## src/rtl/riscv_ctrl_pkg.sv

```systemverilog
// Shared encodings for the multicycle RISC-V control FSM: states, opcodes,
// datapath select values and the internal control bundle.
package riscv_ctrl_pkg;

  localparam int unsigned OP_W    = 7;
  localparam int unsigned STATE_W = 4;
  localparam int unsigned IMM_W   = 3;

  typedef enum logic [STATE_W-1:0] {
    FETCH  = 4'd0,
    DECODE = 4'd1,
    MEMADR = 4'd2,
    MEMRD  = 4'd3,
    MEMWB  = 4'd4,
    MEMWR  = 4'd5,
    EXECR  = 4'd6,
    ALUWB  = 4'd7,
    EXECI  = 4'd8,
    JAL    = 4'd9,
    BEQ    = 4'd10,
    LUI    = 4'd11,
    AUIPC  = 4'd12,
    TRAP   = 4'd13
  } state_e;

  localparam logic [OP_W-1:0] OP_LW    = 7'b0000011;
  localparam logic [OP_W-1:0] OP_SW    = 7'b0100011;
  localparam logic [OP_W-1:0] OP_R     = 7'b0110011;
  localparam logic [OP_W-1:0] OP_I     = 7'b0010011;
  localparam logic [OP_W-1:0] OP_BEQ   = 7'b1100011;
  localparam logic [OP_W-1:0] OP_JAL   = 7'b1101111;
  localparam logic [OP_W-1:0] OP_LUI   = 7'b0110111;
  localparam logic [OP_W-1:0] OP_AUIPC = 7'b0010111;

  localparam logic [1:0] RES_ALUOUT    = 2'b00;
  localparam logic [1:0] RES_READDATA  = 2'b01;
  localparam logic [1:0] RES_ALURESULT = 2'b10;

  localparam logic [1:0] SRCA_PC    = 2'b00;
  localparam logic [1:0] SRCA_OLDPC = 2'b01;
  localparam logic [1:0] SRCA_RS1   = 2'b10;
  localparam logic [1:0] SRCA_ZERO  = 2'b11;

  localparam logic [1:0] SRCB_RS2  = 2'b00;
  localparam logic [1:0] SRCB_IMM  = 2'b01;
  localparam logic [1:0] SRCB_FOUR = 2'b10;

  localparam logic [1:0] ALU_ADD   = 2'b00;
  localparam logic [1:0] ALU_SUB   = 2'b01;
  localparam logic [1:0] ALU_FUNCT = 2'b10;

  localparam logic [IMM_W-1:0] IMM_I = 3'b000;
  localparam logic [IMM_W-1:0] IMM_S = 3'b001;
  localparam logic [IMM_W-1:0] IMM_B = 3'b010;
  localparam logic [IMM_W-1:0] IMM_J = 3'b011;
  localparam logic [IMM_W-1:0] IMM_U = 3'b100;

  // Per-state control bundle; branch is kept apart from pcUpdate so zero can gate it.
  typedef struct packed {
    logic       memReq;
    logic       adrSrc;
    logic       memWrite;
    logic       irWrite;
    logic       pcUpdate;
    logic       branch;
    logic       regWrite;
    logic [1:0] resultSrc;
    logic [1:0] aluSrcA;
    logic [1:0] aluSrcB;
    logic [1:0] aluOp;
  } ctrl_t;

endpackage

```

## src/rtl/multicycle_control_fsm_if.sv

```systemverilog
// Control-path bundle between the instruction register/datapath and the
// multicycle control FSM.
interface multicycle_control_fsm_if
  import riscv_ctrl_pkg::*;
#(
  parameter int unsigned CNT_W = 32
) ();

  logic [OP_W-1:0]    op;
  logic               zero;
  logic               mem_ready;
  logic               mem_req;
  logic               adr_src;
  logic               mem_write;
  logic               ir_write;
  logic               pc_write;
  logic               reg_write;
  logic [1:0]         result_src;
  logic [1:0]         alu_src_a;
  logic [1:0]         alu_src_b;
  logic [1:0]         alu_op;
  logic [IMM_W-1:0]   imm_src;
  logic               illegal_op;
  logic [CNT_W-1:0]   instret;
  logic [STATE_W-1:0] state_o;

  modport master (
    input  op, zero, mem_ready,
    output mem_req, adr_src, mem_write, ir_write, pc_write, reg_write,
           result_src, alu_src_a, alu_src_b, alu_op, imm_src,
           illegal_op, instret, state_o
  );

  modport slave (
    output op, zero, mem_ready,
    input  mem_req, adr_src, mem_write, ir_write, pc_write, reg_write,
           result_src, alu_src_a, alu_src_b, alu_op, imm_src,
           illegal_op, instret, state_o
  );

endinterface

```

## src/rtl/riscv_imm_decoder.sv

```systemverilog
// Opcode to immediate-format select; purely combinational so the extender
// is steered as soon as the IR is loaded.
module riscv_imm_decoder
  import riscv_ctrl_pkg::*;
(
  input  logic [OP_W-1:0]  op,
  output logic [IMM_W-1:0] immSrc
);

  always_comb begin
    immSrc = IMM_I;
    case (op)
      OP_SW:             immSrc = IMM_S;
      OP_BEQ:            immSrc = IMM_B;
      OP_JAL:            immSrc = IMM_J;
      OP_LUI, OP_AUIPC:  immSrc = IMM_U;
      default:           immSrc = IMM_I;
    endcase
  end

endmodule

```

## src/rtl/multicycle_control_fsm.sv

```systemverilog
// Multicycle main control: sequences every datapath select/enable per state,
// handshakes memory via req/ready, traps illegal opcodes and counts retirements.
module multicycle_control_fsm
  import riscv_ctrl_pkg::*;
#(
  parameter int unsigned CNT_W        = 32,
  parameter bit          ENABLE_UTYPE = 1'b1
) (
  input logic                      clk,
  input logic                      rst_n,
  multicycle_control_fsm_if.master bus
);

  state_e           state;
  state_e           nextState;
  logic [CNT_W-1:0] instretQ;
  logic             illegalQ;
  logic             retire;
  ctrl_t            ctrl;
  logic [IMM_W-1:0] immSrc;

  riscv_imm_decoder uImmDec (
    .op     (bus.op),
    .immSrc (immSrc)
  );

  // State, retirement counter and sticky trap flag.
  always_ff @(posedge clk or negedge rst_n) begin
    if (!rst_n) begin
      state    <= FETCH;
      instretQ <= '0;
      illegalQ <= 1'b0;
    end else begin
      state <= nextState;
      if (retire) begin
        instretQ <= instretQ + CNT_W'(1);
      end
      if (nextState == TRAP) begin
        illegalQ <= 1'b1;
      end
    end
  end

  always_comb begin
    nextState = state;
    retire    = 1'b0;
    ctrl      = '0;
    case (state)
      FETCH: begin
        ctrl.memReq    = 1'b1;
        ctrl.aluSrcA   = SRCA_PC;
        ctrl.aluSrcB   = SRCB_FOUR;
        ctrl.resultSrc = RES_ALURESULT;
        if (bus.mem_ready) begin
          ctrl.irWrite  = 1'b1;
          ctrl.pcUpdate = 1'b1;
          nextState     = DECODE;
        end
      end
      DECODE: begin
        ctrl.aluSrcA = SRCA_OLDPC;
        ctrl.aluSrcB = SRCB_IMM;
        case (bus.op)
          OP_LW, OP_SW: nextState = MEMADR;
          OP_R:         nextState = EXECR;
          OP_I:         nextState = EXECI;
          OP_BEQ:       nextState = BEQ;
          OP_JAL:       nextState = JAL;
          OP_LUI:       nextState = ENABLE_UTYPE ? LUI : TRAP;
          OP_AUIPC:     nextState = ENABLE_UTYPE ? AUIPC : TRAP;
          default:      nextState = TRAP;
        endcase
      end
      MEMADR: begin
        ctrl.aluSrcA = SRCA_RS1;
        ctrl.aluSrcB = SRCB_IMM;
        nextState    = (bus.op == OP_SW) ? MEMWR : MEMRD;
      end
      MEMRD: begin
        ctrl.memReq = 1'b1;
        ctrl.adrSrc = 1'b1;
        if (bus.mem_ready) begin
          nextState = MEMWB;
        end
      end
      MEMWB: begin
        ctrl.resultSrc = RES_READDATA;
        ctrl.regWrite  = 1'b1;
        retire         = 1'b1;
        nextState      = FETCH;
      end
      MEMWR: begin
        ctrl.memReq   = 1'b1;
        ctrl.adrSrc   = 1'b1;
        ctrl.memWrite = 1'b1;
        if (bus.mem_ready) begin
          retire    = 1'b1;
          nextState = FETCH;
        end
      end
      EXECR: begin
        ctrl.aluSrcA = SRCA_RS1;
        ctrl.aluSrcB = SRCB_RS2;
        ctrl.aluOp   = ALU_FUNCT;
        nextState    = ALUWB;
      end
      ALUWB: begin
        ctrl.resultSrc = RES_ALUOUT;
        ctrl.regWrite  = 1'b1;
        retire         = 1'b1;
        nextState      = FETCH;
      end
      EXECI: begin
        ctrl.aluSrcA = SRCA_RS1;
        ctrl.aluSrcB = SRCB_IMM;
        ctrl.aluOp   = ALU_FUNCT;
        nextState    = ALUWB;
      end
      // Link value PC+4 goes through the ALU while the target held in ALUOut loads PC.
      JAL: begin
        ctrl.aluSrcA   = SRCA_OLDPC;
        ctrl.aluSrcB   = SRCB_FOUR;
        ctrl.resultSrc = RES_ALUOUT;
        ctrl.pcUpdate  = 1'b1;
        nextState      = ALUWB;
      end
      BEQ: begin
        ctrl.aluSrcA   = SRCA_RS1;
        ctrl.aluSrcB   = SRCB_RS2;
        ctrl.aluOp     = ALU_SUB;
        ctrl.resultSrc = RES_ALUOUT;
        ctrl.branch    = 1'b1;
        retire         = 1'b1;
        nextState      = FETCH;
      end
      LUI: begin
        ctrl.aluSrcA = SRCA_ZERO;
        ctrl.aluSrcB = SRCB_IMM;
        nextState    = ALUWB;
      end
      AUIPC: begin
        ctrl.aluSrcA = SRCA_OLDPC;
        ctrl.aluSrcB = SRCB_IMM;
        nextState    = ALUWB;
      end
      TRAP: begin
        nextState = TRAP;
      end
      default: begin
        nextState = TRAP;
      end
    endcase
  end

  assign bus.mem_req    = ctrl.memReq;
  assign bus.adr_src    = ctrl.adrSrc;
  assign bus.mem_write  = ctrl.memWrite;
  assign bus.ir_write   = ctrl.irWrite;
  assign bus.pc_write   = ctrl.pcUpdate | (ctrl.branch & bus.zero);
  assign bus.reg_write  = ctrl.regWrite;
  assign bus.result_src = ctrl.resultSrc;
  assign bus.alu_src_a  = ctrl.aluSrcA;
  assign bus.alu_src_b  = ctrl.aluSrcB;
  assign bus.alu_op     = ctrl.aluOp;
  assign bus.imm_src    = immSrc;
  assign bus.illegal_op = illegalQ;
  assign bus.instret    = instretQ;
  assign bus.state_o    = state;

endmodule
```

## src/flat_wrapper.sv

```systemverilog
// flat-port wrapper written by rule: the top's interface ports become plain ports
module multicycle_control_fsm_flat import riscv_ctrl_pkg::*;
#(
  parameter int unsigned CNT_W        = 32,
  parameter bit          ENABLE_UTYPE = 1'b1
)
  (clk, rst_n, bus_op, bus_zero, bus_mem_ready, bus_mem_req, bus_adr_src, bus_mem_write, bus_ir_write, bus_pc_write, bus_reg_write, bus_result_src, bus_alu_src_a, bus_alu_src_b, bus_alu_op, bus_imm_src, bus_illegal_op, bus_instret, bus_state_o);
  multicycle_control_fsm_if #(.CNT_W(CNT_W)) bus_i ();
  input logic clk;
  input logic rst_n;
  input wire logic [$bits(bus_i.op)-1:0] bus_op;
  input wire logic [$bits(bus_i.zero)-1:0] bus_zero;
  input wire logic [$bits(bus_i.mem_ready)-1:0] bus_mem_ready;
  output wire logic [$bits(bus_i.mem_req)-1:0] bus_mem_req;
  output wire logic [$bits(bus_i.adr_src)-1:0] bus_adr_src;
  output wire logic [$bits(bus_i.mem_write)-1:0] bus_mem_write;
  output wire logic [$bits(bus_i.ir_write)-1:0] bus_ir_write;
  output wire logic [$bits(bus_i.pc_write)-1:0] bus_pc_write;
  output wire logic [$bits(bus_i.reg_write)-1:0] bus_reg_write;
  output wire logic [$bits(bus_i.result_src)-1:0] bus_result_src;
  output wire logic [$bits(bus_i.alu_src_a)-1:0] bus_alu_src_a;
  output wire logic [$bits(bus_i.alu_src_b)-1:0] bus_alu_src_b;
  output wire logic [$bits(bus_i.alu_op)-1:0] bus_alu_op;
  output wire logic [$bits(bus_i.imm_src)-1:0] bus_imm_src;
  output wire logic [$bits(bus_i.illegal_op)-1:0] bus_illegal_op;
  output wire logic [$bits(bus_i.instret)-1:0] bus_instret;
  output wire logic [$bits(bus_i.state_o)-1:0] bus_state_o;
  assign bus_i.op = bus_op;
  assign bus_i.zero = bus_zero;
  assign bus_i.mem_ready = bus_mem_ready;
  assign bus_mem_req = bus_i.mem_req;
  assign bus_adr_src = bus_i.adr_src;
  assign bus_mem_write = bus_i.mem_write;
  assign bus_ir_write = bus_i.ir_write;
  assign bus_pc_write = bus_i.pc_write;
  assign bus_reg_write = bus_i.reg_write;
  assign bus_result_src = bus_i.result_src;
  assign bus_alu_src_a = bus_i.alu_src_a;
  assign bus_alu_src_b = bus_i.alu_src_b;
  assign bus_alu_op = bus_i.alu_op;
  assign bus_imm_src = bus_i.imm_src;
  assign bus_illegal_op = bus_i.illegal_op;
  assign bus_instret = bus_i.instret;
  assign bus_state_o = bus_i.state_o;
  multicycle_control_fsm #(.CNT_W(CNT_W), .ENABLE_UTYPE(ENABLE_UTYPE)) u_core (.clk(clk), .rst_n(rst_n), .bus(bus_i));
endmodule
```

## config.mk

```make
export PLATFORM = sky130hd
export DESIGN_NAME = multicycle_control_fsm_flat
export DESIGN_NICKNAME = d
export VERILOG_FILES = /design/src/rtl/riscv_ctrl_pkg.sv /design/src/rtl/multicycle_control_fsm_if.sv /design/src/rtl/riscv_imm_decoder.sv /design/src/rtl/multicycle_control_fsm.sv /design/src/flat_wrapper.sv
export SDC_FILE = /design/constraint.sdc
export NUM_CORES = 1
export LEC_CHECK = 0
export BUFFER_PORTS_ARGS = -buffer_cell sky130_fd_sc_hd__buf_2
export CAP_MARGIN = 20
export CORE_MARGIN = 5
export CORE_UTILIZATION = 54
export CTS_BUF_LIST = sky130_fd_sc_hd__clkbuf_4 sky130_fd_sc_hd__clkbuf_8
export DETAILED_ROUTE_END_ITERATION = 7
export MAX_ROUTING_LAYER = met4
export PLACE_DENSITY = 0.8
export SYNTH_ARGS = -nofsm -noshare
export SYNTH_HDL_FRONTEND = slang
export SYNTH_SLANG_ARGS = --single-unit
```

## constraint.sdc

```tcl
create_clock -name clk -period 2.2 [get_ports clk]
set_input_delay 0.22 -clock clk [delete_from_list [all_inputs] [get_ports clk]]
set_output_delay 0.22 -clock clk [all_outputs]
set_load 0.05 [all_outputs]
```

# == Word level (Yosys, flattened, before mapping) ==
# Index checks and enable logic that the tools add are counted.
# totals
word_cells,59
inputBits,11
out_inout_bits,54
ff_bits,37
# classes
n_mux,20
add_sub_neg,1
reduce_logical,12
n_bitwise,2
n_eq_ne,21
# ops
cell,n
$pmux W4 S7,2
$add A32 B1 Y32 const B,1
$eq A4 B4 Y1 const B,6
$pmux W4 S6,1
$eq A7 B6 Y1 const B,3
$eq A4 B3 Y1 const B,4
$reduce_or A2 Y1,8
$eq A7 B5 Y1 const B,2
$eq A7 B7 Y1 const B,2
$mux W4,3
$pmux W3 S4,1
$eq A4 B2 Y1 const B,2
$pmux W2 S2,2
$eq A7 B2 Y1 const B,1
$mux W1,7
$reduce_or A3 Y1,2
$reduce_or A5 Y1,1
$eq A4 B1 Y1 const B,1
$logic_not A4 Y1,1
$pmux W1 S2,2
$mux W3,1
$mux W2,1
$and A1 B1 Y1,1
$or A1 B1 Y1,1

# == Depth between registers and ports, before layout ==
# logic_depth
word_depth,5
depth_mapped,7
ltp_nobuf,6

# == By module ==
# Synthesis repeated with hierarchy kept, for this count alone.
# unflattened
hier_cells,244
hier_area_um2,2262.2
# by_module_without_submodules
mod,instances,cells_each,area_each_um2
multicycle_control_fsm,1,236,2200.9
riscv_imm_decoder,1,8,61.3

# == Worst setup path after synthesis ==
# OpenSTA, ideal clock, no wires.
# synth_timing
path_kind,reg-to-output
startpoint,"register u_core.state[1], in the netlist u_core.bus.state_o[1]"
endpoint,output bus_mem_req
path_slack_ps,-664
required_time_ps,1980
arrival_time_ps,2644
path_buffers,2
path_stages_with_launch,5
path_cell_list,dfrtp_1 -> clkbuf_1 -> buf_1 -> nor3_1 -> or2_2
# synth_between
elab_chain_cells,3
word_cells_on_any_way,5
classes_between,2 x eq/ne; 1 x mux; 2 x reduce/logical
# synth_lines
element,line,text
start: declaration,multicycle_control_fsm.sv:14,state_e state;
start signal: assignment,multicycle_control_fsm.sv:34,state <= nextState;
$eq A4 B2 Y1 (tied with other cells),multicycle_control_fsm.sv:48,case (state)
$reduce_or A3 Y1 (no source line) (*),-,
$mux W1 (*),multicycle_control_fsm.sv:48,
end: declaration,flat_wrapper.sv:14,output wire logic [$bits(bus_i.mem_req)-1:0] bus_mem_req;
# Every way passes the cells marked *; elsewhere a longest branch is shown, timed or not.

# == Worst setup path in the final report ==
# layout_timing
startpoint,"register u_core.state[3], in the netlist u_core.bus.state_o[3]"
endpoint,"register u_core.instretQ[6], in the netlist u_core.bus.instret[6]"
# layout_between
elab_chain_cells,3
word_cells_on_any_way,6
classes_between,4 x eq/ne; 1 x mux; 1 x reduce/logical
# layout_lines
element,line,text
$eq A4 B3 Y1 / $eq A4 B4 Y1 (equally long branches),multicycle_control_fsm.sv:48,
$reduce_or A3 Y1 (no source line),-,
$pmux W1 S2 (*),multicycle_control_fsm.sv:48,
end signal: assignment,multicycle_control_fsm.sv:36,instretQ <= instretQ + CNT_W'(1);
end: declaration,multicycle_control_fsm.sv:16,logic [CNT_W-1:0] instretQ;
# Marks and branches as above.
# A chain may end at the register's enable or synchronous reset.

==> metrics.yaml <==
outcome:
  status: "completed"
critical_path:
  crit_required_ns: 2.36
  slowest_stage: "or4b_4"
  start_kind: "flip-flop"
  path_buf_inv: 0
  critical_path_class: "flip-flop to flip-flop"
  reg2reg_depth: 5
  end_kind: "flip-flop"
  crit_start: "u_core.bus.state_o[3]$_DFF_PN0_"
  r2r_start: "u_core.bus.state_o[3]$_DFF_PN0_"
  critPathMaxStageDelay_ns: 0.56
  path_cells: "or3b_4 > a21boi_4 > nor2_2 > or4b_4 > xnor2_2"
  path_max_fanout: 10
  cp_top_family: "simple AND/OR/NAND/NOR gates"
  arrival_ns: 2.20
  rrSetupSlack_ns: 0.16
  r2r_end: "u_core.bus.instret[6]$_DFFE_PN0P_"
run:
  cap_viol_max_count: 0
global_routing:
  grt_max_degree: 38
  antenna_found_initial: 0
  grt_pass1_vias: 1832
  grt_overflow: 0
  grt_pass1_wl_mm: 8.321
  grt.total_usage_pct: 19.94
logic_synthesis:
  ys.flop_type: "dfrtp_1"
  yosysWarnings: 0
  synth-seq-cells: 37
  synth_nets: 249
  yosysUniqueCellTypes: 53
  netlist_area_um2: 2236
  synth-edff-count: 0
  synth_cells: 237
  async_reset_ff_share_pct: 100.0
  avgSynthCellArea_um2: 9.434
  ys_seq_area_share_pct: 41.41
die:
  fp-row-count: 23
  io-pin-count: 65
  dieArea_um2: 5527
  core_area_um2: 4000
  fp.dieW_um: 74.35
  fp.dieH_um: 74.35
  start_util_pct: 55.90
drt:
  routedWlPerCell_um: 14.13
  wl_mm: 5.060
  drc_errors: 0
  viasPerCell: 5.500
  vias: 1969
  dr.pass1.iters: 4
  drt_iter0_markers: 87
  ant_nets: 0
sta:
  worstMarginPinSlew_ns: 0.8012
  finalMaxSlewViolations: 0
  min_period_ns: 2.040
  hold_viol: 0
  max_freq_ghz: 0.4901
  max-slew-margin-rel_pct: 46.58
  skew_ns: 0.01122
  setup-violations-final: 0
  min_period_over_period_pct: 92.75
  setup_ws_ns: 0.1595
  rsz0062_at_grt: "no"
  worst_hold_slack_ns: 0.01657
cells_and_area:
  final_common_cell: "buf_2"
  fill_cells: 353
  mostFrequentLayoutCells: "64 x buf_2, 33 x dfrtp_1, 22 x xor2_1"
  design_area_um2: 2770
  finalNetCount: 320
  antennaDiodeCount: 0
  drive_gt1_share_pct: 34.42
  post-route-util_pct: 69.25
  area_growth_pct: 23.89
place:
  portBuffers: 64
  place_ws_ns: 0.1777
  placed_area_um2: 2678
  gp_congestion: 0.9099
  dp_hpwl_mm: 3.857
power:
  p_leak_nw: 1.376
  cellPowerDensity_nw_per_um2: 1240
  ir_drop_v: 0.0008091
clock_tree:
  cts_inserted_buffers: 5
  cts_buffer_depth: 2
  cts_sinks: 37
  htree_num_levels: 2
  hold_buffers: 0
  cts_root_buf: "clkbuf_8"
  post_cts_buffers: 0
  clk_pin_slew_ns: 0.08
  cts_tree: "done"
  insertion_delay_ns: 0.28
hold_path:
  hold_path.class: "primary input to asynchronous set/reset pin"
-- flip-flops by register name, indices dropped and copies added (netlist names) --
register               flops
u_core.bus.illegal_op      1
u_core.bus.instret        32
u_core.bus.state_o         4
-- worst max path at each step --
stage	depth (start not counted)	slack (ns)	end
3_5_place_dp	5	0.18	u_core.bus.instret[6]$_DFFE_PN0P_
4_1_cts	5	0.15	u_core.bus.instret[6]$_DFFE_PN0P_
6_report	5	0.16	u_core.bus.instret[6]$_DFFE_PN0P_
3_3_place_gp	5	0.23	u_core.bus.instret[6]$_DFFE_PN0P_
5_1_grt	6	0.07	bus_pc_write
2_1_floorplan	3	-0.15	bus_result_src[0]
-- report_power, final --
part / internal, mW / switching [mW] / total [mW]
logic: 0.599 / 1.43 / 2.03
registers: 0.788 / 0.147 / 0.935
clock network: 0.247 / 0.227 / 0.475
-- synthesized netlist by cell type (2+ instances only) --
cell	number	share of area (%)
and3_1	5	1.4
nor2_1	18	3.0
nand2b_1	7	2.0
or2_2	5	1.4
dfrtp_1	37	41
buf_1	2	0.34
nand2_1	19	3.2
nand4_1	5	1.4
o22ai_1	2	0.56
nor2b_1	8	2.2
xor2_1	22	8.6
and4_1	5	2.0
nand3b_1	2	0.67
o21ai_0	8	1.8
nor3_1	15	3.4
xnor2_1	13	5.1
mux2_2	2	1.0
nand3_1	8	1.8
inv_1	8	1.3
nor3b_1	3	1.0
clkbuf_1	5	0.84
a21oi_1	5	1.1
or3_1	3	0.84
-- cell families after synthesis --
kind of cell               share of synthesized area (%)
AOI/OAI and AO/OA                                  9.962
xor gates and xnor gates                           14.44
DFF                                                41.41
muxes                                              1.455
adders and majority gates                         0.5595
buffers and inverters                              3.022
and+or+nand+nor                                    29.16
-- area by class of cell --
cell class | instances | area [um^2] | area share, %
tap | 50 | 62.56 | 2.258
multi-input combinational | 184 | 1274 | 45.98
clock buffer | 6 | 82.58 | 2.981
inverter | 8 | 30.03 | 1.084
timing repair buffer | 72 | 380.4 | 13.73
sequential | 37 | 933.4 | 33.69
clock inverter | 1 | 7.507 | 0.2710
-- through the flow --
stage / TNS, ns / power (mW) / std cells
floorplan: -0.3259 / 2.510 / 237
global placement: 0 / 2.955 / 351
detailed placement: 0 / 2.975 / 351
CTS: 0 / 3.453 / 358
global route: 0 / 3.643 / 358
finish: 0 / 3.434 / 358
-- routing by layer --
layer / GRT usage [%] / wire length (um) / vias to the layer above
li1: - / - / 973
met1: 25.77 / 2212 / 931
met2: 30.91 / 2438 / 56
met3: 4.595 / 319 / 9
met4: 6.917 / 89 / 0
met5: - / 0 / -
-- timing repair --
item,in CTS,in global routing
gates resized for setup,0,1
setup endpoints to repair,0,1
endpoints found under the hold margin,0,0
Power figures use the tool's default switching activity.
